### src/rtl/nibble_serial_adder.sv
// Serial adder: adds two 4*NIBBLES-bit operands one nibble per clock through a single 4-bit ripple-carry adder.
// Optional signed-overflow output is enabled by defining NIBBLE_SERIAL_ADDER_OVF_EN.

module ripple_carry_adder4 (
  input  logic [3:0] A,
  input  logic [3:0] B,
  input  logic       Cin,
  output logic [3:0] S,
  output logic       Cout
);

  logic [4:0] carry;

  assign carry[0] = Cin;

  for (genvar i = 0; i < 4; i++) begin : g_bit
    assign S[i]       = A[i] ^ B[i] ^ carry[i];
    assign carry[i+1] = (A[i] & B[i]) | (carry[i] & (A[i] ^ B[i]));
  end

  assign Cout = carry[4];

endmodule

module nibble_serial_adder #(
  parameter int NIBBLES = 4
) (
  input  logic                 clk,
  input  logic                 rst_n,
  input  logic                 start,
  input  logic [4*NIBBLES-1:0] A,
  input  logic [4*NIBBLES-1:0] B,
  input  logic                 Cin,
  output logic [4*NIBBLES-1:0] S,
  output logic                 Cout,
  output logic                 busy,
  output logic                 done
`ifdef NIBBLE_SERIAL_ADDER_OVF_EN
  , output logic               ovf
`endif
);

  localparam int W  = 4 * NIBBLES;
  localparam int IW = (NIBBLES > 1) ? $clog2(NIBBLES) : 1;
  localparam logic [IW-1:0] LAST_IDX = IW'(NIBBLES - 1);

  typedef enum logic [1:0] {IDLE, ADD, DONE} state_t;

  state_t        state;
  logic [W-1:0]  a_reg;
  logic [W-1:0]  b_reg;
  logic          cin_reg;
  logic          carry;
  logic [IW-1:0] idx;

  logic [3:0] nib_a;
  logic [3:0] nib_b;
  logic       nib_cin;
  logic [3:0] nib_sum;
  logic       nib_cout;

  assign nib_a   = a_reg[idx*4 +: 4];
  assign nib_b   = b_reg[idx*4 +: 4];
  assign nib_cin = (idx == '0) ? cin_reg : carry;

  ripple_carry_adder4 u_rca (
    .A    (nib_a),
    .B    (nib_b),
    .Cin  (nib_cin),
    .S    (nib_sum),
    .Cout (nib_cout)
  );

  // busy/done are registered alongside the state so they track it exactly.
  always_ff @(posedge clk or negedge rst_n) begin
    if (!rst_n) begin
      state   <= IDLE;
      a_reg   <= '0;
      b_reg   <= '0;
      cin_reg <= 1'b0;
      carry   <= 1'b0;
      idx     <= '0;
      S       <= '0;
      Cout    <= 1'b0;
      busy    <= 1'b0;
      done    <= 1'b0;
`ifdef NIBBLE_SERIAL_ADDER_OVF_EN
      ovf     <= 1'b0;
`endif
    end else begin
      case (state)
        ADD: begin
          S[idx*4 +: 4] <= nib_sum;
          carry         <= nib_cout;
          idx           <= idx + IW'(1);
          if (idx == LAST_IDX) begin
            Cout  <= nib_cout;
            state <= DONE;
            busy  <= 1'b0;
            done  <= 1'b1;
`ifdef NIBBLE_SERIAL_ADDER_OVF_EN
            // Carry into the MSB is recovered from the MSB sum bit and its operand bits.
            ovf   <= nib_cout ^ (nib_a[3] ^ nib_b[3] ^ nib_sum[3]);
`endif
          end
        end
        default: begin
          if (start) begin
            a_reg   <= A;
            b_reg   <= B;
            cin_reg <= Cin;
            idx     <= '0;
            state   <= ADD;
            busy    <= 1'b1;
            done    <= 1'b0;
          end else begin
            state <= IDLE;
            busy  <= 1'b0;
            done  <= 1'b0;
          end
        end
      endcase
    end
  end

endmodule

### config.mk
export PLATFORM = sky130hd
export DESIGN_NAME = nibble_serial_adder
export DESIGN_NICKNAME = d
export VERILOG_FILES = /design/src/rtl/nibble_serial_adder.sv
export SDC_FILE = /design/constraint.sdc
export NUM_CORES = 1
export LEC_CHECK = 0
export ABC_AREA = 1
export CORE_ASPECT_RATIO = 0.8
export CORE_MARGIN = 10
export CORE_UTILIZATION = 37
export CTS_CLUSTER_SIZE = 28
export DETAILED_ROUTE_END_ITERATION = 10
export DONT_BUFFER_PORTS = 1
export PLACE_DENSITY = 0.5
export SYNTH_ARGS = -nofsm -noshare
export SYNTH_HDL_FRONTEND = slang
export SYNTH_SLANG_ARGS = --single-unit
export TNS_END_PERCENT = 20
### constraint.sdc
create_clock -name clk -period 10.2 [get_ports clk]
set_clock_uncertainty 0.05 [all_clocks]
set_input_delay 1.53 -clock clk [delete_from_list [all_inputs] [get_ports clk]]
set_output_delay 1.53 -clock clk [all_outputs]
set_load 0.02 [all_outputs]
Yosys cells after proc, flatten, opt, wreduce, memory -nomap -nowiden:

Cells that the tools add are included.

* add/sub/neg operators: 2
* eq/ne operators: 3
* shift operators: 4
* mux-type cells: 12
* bitwise logic cells: 21
* reduce and logical (&&, ||, !) cells: 4

Operator list (number)
* negation 4 -> 34 bit: 1
* variable shift 4 x 34 -> 16 bit (first input constant): 1
* indexed part select 4 x 34 -> 16 bit: 1
* indexed part select 16 x 5 -> 4 bit: 2
* bitwise mux 16 bit: 1
* bitwise AND 1 bit: 8
* two-way mux 2 bit: 4
* XOR 1 bit: 8
* two-way mux 1 bit: 7
* bitwise OR 1 bit: 4
* AND reduction 2 bit: 2
* adder 2 x 1 -> 2 bit (second input constant): 1
* == test 2 x 1 -> 1 bit (second input constant): 1
* == test 2 bit (second input constant): 1
* logical NOT 2 bit: 1
* inequality test 2 bit (second input constant): 1
* nonzero test 2 bit: 1
* inverter 1 bit: 1

* flip-flop bits (word level): 57
* input bits: 36
* output and inout bits: 19
* logic and storage cells: 56

Depth between registers and ports, before layout:

Gate-level depths: netlist (run 1).

* depth after elaboration: 11
* depth in mapped cells: 14
* gate-level depth less buffers: 13

Modules after synthesis:

Synthesis (run 1) repeated with hierarchy kept, for this count alone.

* cell total of the unflattened synthesis: 339
* area, all modules: 2682.6 um^2

By module, submodules not included
* nibble_serial_adder: times used 1, cells an instance 325, area each 2565.0 um^2, seq. area each 1376.3 um^2
* ripple_carry_adder4: times used 1, cells an instance 14, area each 117.6 um^2, seq. area each 0.0 um^2

Worst setup path before layout (run 1):

No wires, ideal clock.

* path kind: reg2reg
* start point: reg idx[1]
* end point: reg S[7]
* arrival time: 3.218 ns
* required time: 10.067 ns
* slack: 6.850 ns
* stages on the path, launching flop included: 13
* buffers on the path: 1
* clock period less this slack: 3.350 ns
* cells stage by stage: dfrtp_1 > clkinv_1 > buf_2 > ha_1 > clkinv_1 > nand2_1 > nand2_1 > fa_1 > fa_1 > fa_1 > fa_1 > nand3_1 > o21ai_0

* cells in the longest elaborated chain, start to end: 11

Ends and longest elaborated chain
* start: declaration: line 54 `logic [IW-1:0] idx;`
* start signal: assignment: line 95 `idx <= idx + IW'(1);`
* indexed part select 16 x 5 -> 4 bit, or another cell as far along: line 62 `assign nib_a = a_reg[idx*4 +: 4];`
* XOR 1 bit or two-way mux 1 bit (tied branches): line 17, 18, 64
* bitwise AND 1 bit: line 18 `assign carry[i+1] = (A[i] & B[i]) | (carry[i] & (A[i] ^ B[i]));`
* bitwise OR 1 bit: line 18
* bitwise AND 1 bit: line 18
* bitwise OR 1 bit: line 18
* bitwise AND 1 bit: line 18
* bitwise OR 1 bit: line 18
* XOR 1 bit: line 17 `assign S[i] = A[i] ^ B[i] ^ carry[i];`
* indexed part select 4 x 34 -> 16 bit: line 93 `S[idx*4 +: 4] <= nib_sum;`
* bitwise mux 16 bit *: line 93
* end signal: indexed assignment: line 93
* end: declaration: line 34 `output logic [4*NIBBLES-1:0] S,`

Every way passes the cells marked *; elsewhere a longest branch is shown, timed or not.
A chain may end at the register's enable or synchronous reset.

Final worst setup path (run 1):

* start point: reg idx[0]
* end point: reg S[7]

Same word-level chain as after synthesis.

==> implementation parameters, run 1 <==
Parameter                              Value

Timing
  Final-report setup violation count ... 0
  Number of endpoints with negative hold slack in the final report ... 0
  Worst-Margin Slew ... 548 ps
  Top achievable clock speed ... 255 MHz
  Worst slew margin ... 63.3%
  Setup total negative slack ... 0 ps
  Fraction of the cycle the final worst path needs ... 38.5%
  Final worst setup slack ... 6270 ps
  Minimum period implied by the final worst setup slack ... 3930 ps
  Max-slew violation count ... 0
  RSZ-0062 raised after global routing ... false

Cells and area
  Filler-free cell count of the finished design ... about 420
  Core Util, Final ... 39.2%
  Fill cell total of the finished layout ... 782
  Layout cell share with drive strength beyond 1 ... 5.69%
  Count of nets after finishing ... ~380
  Number of diodes ... 0
  Synth-to-layout area growth ... 3.36%

GRT
  Pin count of the biggest net entering global routing ... 56
  Initial antenna violation count ... 0
  Grt peak-use layer ... met1
  Met2 layer usage reported by global route ... approximately 17%
  Vias in the first global route ... 2169
  Grt ovf ... 0
  Global-route met3 utilization ... 4.07%
  Global-route track usage on met1 ... between 10% and 20%
  GR Util All Layers ... 12.2%
  Global-route wire length before repair ... around 11000 microns

Floorplan
  Total I/O pin count ... 55
  Die area ... ~11000 sq um
  Floorplan row count ... 28
  Vertical extent of the die ... 97.7 microns
  Initial Util ... a little under two fifths
  Core area ... between 7000 and 8000 sq um
  Chip width ... 117 microns

Synth
  Cell taking the most area after synthesis ... sky130_fd_sc_hd__dfrtp_1
  Average footprint of a synthesized cell ... about 8.2 sq um
  Syn Std Cell Area ... ~2800 sq um
  Register bit total from synthesis ... 55
  Sequential share of the synthesized area ... around 50%
  Gate count of the mapped netlist ... 341
  Mapped Nets ... 387
  Top cells by area, synth ... sky130_fd_sc_hd__dfrtp_1, sky130_fd_sc_hd__nand2_1, sky130_fd_sc_hd__nand3_1
  Area share of the largest cell type after synthesis ... 49.3%
  Synth warnings ... 0
  Number of different library cells in the post-synthesis netlist ... 22

Critical path
  Worst Path Max Fanout ... 30
  Data required time at the worst endpoint ... between 10000 and 15000 ps
  CP endpoint kind ... flip-flop
  Data arrival time at the worst-slack endpoint ... around 4000 ps
  Startpoint of the worst register-to-register path ... idx[0]
  Critical Setup Path Class ... flip-flop to flip-flop
  Setup slack, reg-to-reg ... 6270 ps
  Worst r2r dst ... S[7]
  Cell count of the worst reg-to-reg path ... 11
  Startpoint kind of the worst setup timing path ... flip-flop

Clock network
  Root buffer cell ... sky130_fd_sc_hd__clkbuf_8
  CTS Hold Buffers Added ... 0
  Number of clock sinks seen by CTS ... 55
  H-tree levels ... 2
  Number of buffers created by CTS ... 5
  Clock tree from TritonCTS ... built
  Cts repair resizes ... 0
  Post-CTS Setup Repair Bufs ... 0
  CTS Buffer Depth ... 2
  Clock transition time at the flip-flop clock pins of the worst setup and hold paths ... 100 ps
  Clock insertion delay at the later pin of the skew report ... 310 ps

Pwr
  Tot Pwr ... 0.00104 W
  Worst-case vdd ir drop ... around 0.13 mV
  Power Density ... roughly 360 nW/um^2
  Leakage power ... about 1.6 nW

Drt
  Wire length per cell ... roughly 15 microns
  # DRC ... 0
  Total Wirelength ... 6470 microns
  Detail Route Antenna Nets ... 0
  Detail-routed via count per cell ... 4.83
  Overall via count from detail_route ... 2046
  Count of routing violations after the opening detailed-route iteration ... 116
  1st-pass router iterations ... 4

Placed design
  Cells after DPL ... 416
  HPWL after detailed placement ... 4730 microns
  Final Wtd Congestion ... 0.860
  IO Port Bufs ... 0
  Setup WS pre-CTS ... 6300 ps

Worst hold path
  Number of cells on the worst hold path ... 2
  Worst Hold Endpoint ... b_reg[0]
  Hold path startpoint ... b_reg[0]
  Hold Crit Class ... flip-flop to flip-flop

Status
  Outcome ... complete, no violations

Flow run
  Maximum Capacitance Violations ... 0
-- logic make-up (layout without fill, tap and decap cells) --
logic type / after synthesis / in the layout / share of synthesized area [%]
compound gates: 24 / 24 / 5.42
fa+ha+maj: 10 / 10 / 5.56
buf+inv: 41 / 34 / 7.89
flops: 55 / 55 / 49.3
simple gates: 211 / 211 / 31.9
-- layout by cell type, fill, tap and decap left out, drive strengths merged --
cell and n:
clkbuf 7, o211ai 8, nand4 1, fa 4
dfrtp 55, o21ai 15, ha 6, nand3 42
nand2 142, o22ai 1, nor2 26, clkinv 2
clkinvlp 1, inv 24
-- critical path, stage by stage (launching register included) --
cell and delay (ps):
sky130_fd_sc_hd__dfrtp_1 590, sky130_fd_sc_hd__inv_2 450, sky130_fd_sc_hd__ha_1 340, sky130_fd_sc_hd__clkinv_1 240, sky130_fd_sc_hd__nand2_1 110, sky130_fd_sc_hd__nand2_1 60, sky130_fd_sc_hd__fa_1 380, sky130_fd_sc_hd__fa_1 390
sky130_fd_sc_hd__fa_1 380, sky130_fd_sc_hd__fa_1 550, sky130_fd_sc_hd__nand3_1 110, sky130_fd_sc_hd__o21ai_0 190
-- layer usage --
| metal | up-vias | share of wire, % |
|---|---|---|
| met5 | - | 0 |
| li1 | 1058 | - |
| met4 | 0 | 0.51 |
| met2 | 52 | 39 |
| met3 | 2 | 7.7 |
| met1 | 934 | 52 |
-- worst max-delay path by stage --
| stage | from | to | slack [ps] |
|---|---|---|---|
| floorplan | idx[1] | S[7] | 6850 |
| global placement | idx[0] | S[7] | 6390 |
| detailed placement | idx[0] | S[7] | 6300 |
| CTS | idx[0] | S[7] | 6280 |
| global route | idx[0] | S[7] | 5980 |
| finish | idx[0] | S[7] | 6270 |
-- through the flow --
step	area (sq um)	hold WS, ps
floorplan	2790	387
global placement	2780	403
detailed placement	2780	413
CTS	2890	436
global route	2890	459
finish	2890	427
-- cells in the mapped netlist (all sizes together) --
cell type	instances
buf	15
clkinv	2
dfrtp	55
fa	4
ha	6
inv	24
nand2	142
nand3	42
nand4	1
nor2	26
o211ai	8
o21ai	15
o22ai	1
-- cell type report --
class | count | area, sq um | share of cell area [%]
Sequential cell | 55 | 1380 | 47.7
Multi-Input combinational cell | 245 | 1200 | 41.4
Inverter | 26 | 97.6 | 3.38
Tap cell | 90 | 113 | 3.90
Clock inverter | 1 | 7.51 | 0.260
Clock buffer | 7 | 96.3 | 3.34
-- power by group --
| group | internal (W) | leakage, nW | switching, W |
|---|---|---|---|
| combinational | 0.000174 | 0.801 | 0.000322 |
| sequential | 0.000308 | 0.704 | 0.000100 |
| clock | 0.0000619 | 0.0505 | 0.0000699 |
(Power assumes the default switching activity.)
==> run 2: changes to the inputs <==
PLACE_DENSITY = 0.52   (was 0.5)
clock period = 3.45 ns   (was 10.2 ns; I/O delays follow)
==> run 2 against run 1 <==
  * Critical endpoint unchanged
  * Highest routed layer unchanged
  * Wire length shrank 0.25%
  * Final cell count grew 1.7%
  * Maximum frequency grew 23%
  * Largest power group unchanged
  * Register-to-register slack lost 6000 ps
  * Worst setup slack lost 6000 ps
==> implementation parameters, run 2 (same netlist as run 1, synthesis figures left out) <==
Parameter                              Value

Status
  Outcome ... complete, no violations

Placed design
  IO Port Bufs ... 0 (unchanged)
  HPWL after detailed placement ... 4760 microns (+0.60%)
  Final Wtd Congestion ... 0.868 (+0.97%)

Timing
  Final-report setup violation count ... 0 (unchanged)
  Max-slew violation count ... 0 (unchanged)
  Worst slew margin ... 67.5% (+4.3 points)
  Worst-Margin Slew ... 486 ps (-61.2 ps)
  Number of endpoints with negative hold slack in the final report ... 0 (unchanged)
  Worst hold margin ... 10.5 ps (-417 ps)
  Minimum period implied by the final worst setup slack ... 3190 ps (-736 ps)
  Setup total negative slack ... 0 ps (unchanged)
  Top achievable clock speed ... 313 MHz (+23%)
  Fraction of the cycle the final worst path needs ... 92.5% (+54 points)
  RSZ-0062 raised after global routing ... false

Cells and area
  Synth-to-layout area growth ... 5.38%
  Commonest cells after routing, fill and taps aside ... sky130_fd_sc_hd__nand2_1, sky130_fd_sc_hd__dfrtp_1, sky130_fd_sc_hd__nand3_1
  Count of nets after finishing ... 386 (+1.8%)
  Most common library cell in the layout ignoring fill and taps ... sky130_fd_sc_hd__nand2_1
  Number of diodes ... 0 (unchanged)
  Layout cell share with drive strength beyond 1 ... 7.92% (+2.2 points)

Clock network
  CTS Buffer Depth ... 2 (unchanged)
  Number of clock sinks seen by CTS ... 55 (unchanged)
  Clock transition time at the flip-flop clock pins of the worst setup and hold paths ... 100 ps (about the same)
  Root buffer cell ... sky130_fd_sc_hd__clkbuf_8
  Clock insertion delay at the later pin of the skew report ... 310 ps (about the same)
  Clock tree from TritonCTS ... built
  H-tree levels ... 2 (unchanged)
  Post-CTS Setup Repair Bufs ... 0 (unchanged)
  Number of buffers created by CTS ... 5 (unchanged)

Floorplan
  Die area ... 11400 sq um (unchanged)
  Chip width ... 117 microns (unchanged)
  Vertical extent of the die ... 97.7 microns (unchanged)
  Initial Util ... 38.0% (unchanged)
  Total I/O pin count ... 55 (unchanged)
  Floorplan row count ... 28 (unchanged)
  Core area ... 7360 sq um (unchanged)

Drt
  Overall via count from detail_route ... 2066 (+0.98%)
  Wire length per cell ... 15.0 microns (-1.9%)
  Total Wirelength ... 6450 microns (-0.25%)
  Detail Route Antenna Nets ... 0 (unchanged)
  Detail-routed via count per cell ... 4.79 (-0.66%)
  1st-pass router iterations ... 4 (unchanged)
  # DRC ... 0 (unchanged)
  Count of routing violations after the opening detailed-route iteration ... 118 (+1.7%)

GRT
  Grt ovf ... 0 (unchanged)
  Initial antenna violation count ... 0 (unchanged)
  Global-route wire length before repair ... 10900 microns (-2.4%)
  Vias in the first global route ... 2153 (-0.74%)
  Pin count of the biggest net entering global routing ... 56 (unchanged)
  GR Util All Layers ... 11.7% (-0.43 points)

Critical path
  Startpoint kind of the worst setup timing path ... flip-flop
  Worst Path Max Fanout ... 14 (-53%)
  CP endpoint kind ... flip-flop
  Data required time at the worst endpoint ... 3630 ps (-6750 ps)
  Setup slack, reg-to-reg ... 260 ps (-6010 ps)
  Critical Setup Path Class ... flip-flop to flip-flop
  Data arrival time at the worst-slack endpoint ... 3370 ps (-740 ps)

Pwr
  Worst-case vdd ir drop ... 0.373 mV (+190%)
  Power Density ... 1050 nW/um^2 (+190%)
  Leakage power ... 1.59 nW (+2.1%)
  Tot Pwr ... 0.00309 W (+200%)

Flow run
  Maximum Capacitance Violations ... 0 (unchanged)

Worst hold path
  Hold Crit Class ... input pin to asynchronous set/reset pin
run 2: cell types whose count changed in the layout (fill, tap and decap cells not counted):
cell                       change
sky130_fd_sc_hd__ha_2          +1
sky130_fd_sc_hd__clkbuf_8      -2
sky130_fd_sc_hd__clkinv_1      -1
sky130_fd_sc_hd__ha_1          -1
sky130_fd_sc_hd__clkinv_2      +1
sky130_fd_sc_hd__buf_4         +6
sky130_fd_sc_hd__inv_2         +1
sky130_fd_sc_hd__buf_16        +1
sky130_fd_sc_hd__clkbuf_1      +1
run 2: what timing repair did:
item	in CTS	in global routing
endpoints found under the setup margin	0	4
hold buffers	1	0
hold endpoints to repair	55	0
gates resized for setup	0	2
run 2: per-layer routing:
| layer | vias up | GRT usage (%) | wire [microns] |
|---|---|---|---|
| met4 | 0 | 2.56 | 44 |
| li1 | 1068 | - | - |
| met3 | 5 | 4.57 | 546 |
| met5 | - | 0 | 0 |
| met1 | 947 | 15.5 | 3110 |
| met2 | 46 | 17.6 | 2750 |
run 2: final timing paths:
check	endpoint	start	cells after the start
setup / recovery	S[7]	idx[0]	11
hold / removal	S[6]	rst_n	1
setup reg to reg	S[7]	idx[0]	11
hold reg to reg	a_reg[1]	a_reg[1]	2
max in group asynchronous	b_reg[0]	rst_n	1
min in group clk	b_reg[13]	B[13]	2
run 2: final cells by class:
class	count	area [sq um]
clock buffer	6	72.6
inverter	26	97.6
tap	90	113
multi-input combinational	245	1200
fill	782	4410
timing repair buffer	7	72.6
sequential	55	1380
clock inverter	2	12.5
run 2: stage by stage:
stage          util [%]  setup slack [ps]  cells  cell area [sq um]
6_report           40.0               258    431               2940
5_1_grt            40.0              18.0    431               2940
4_1_cts            40.0               205    431               2940
3_5_place_dp       38.4               223    422               2830
3_3_place_gp       38.4               327    422               2830
2_1_floorplan         -              99.6    341               2790
run 2: critical path, stage by stage, from the launching register on:
cell and delay (ps):
sky130_fd_sc_hd__dfrtp_1 390, sky130_fd_sc_hd__inv_2 190, sky130_fd_sc_hd__ha_2 270, sky130_fd_sc_hd__clkinv_1 90
sky130_fd_sc_hd__nand2_1 60, sky130_fd_sc_hd__nand2_1 50, sky130_fd_sc_hd__fa_1 380, sky130_fd_sc_hd__fa_1 390
sky130_fd_sc_hd__fa_1 390, sky130_fd_sc_hd__fa_1 560, sky130_fd_sc_hd__nand3_1 110, sky130_fd_sc_hd__o21ai_0 170
run 2: power breakdown:
part / internal [W] / switching (W) / total, W
registers: 0.000911 / 0.000257 / 0.00117
logic: 0.000567 / 0.00100 / 0.00157
clock network: 0.000143 / 0.000212 / 0.000354
total: 0.00162 / 0.00147 / 0.00309
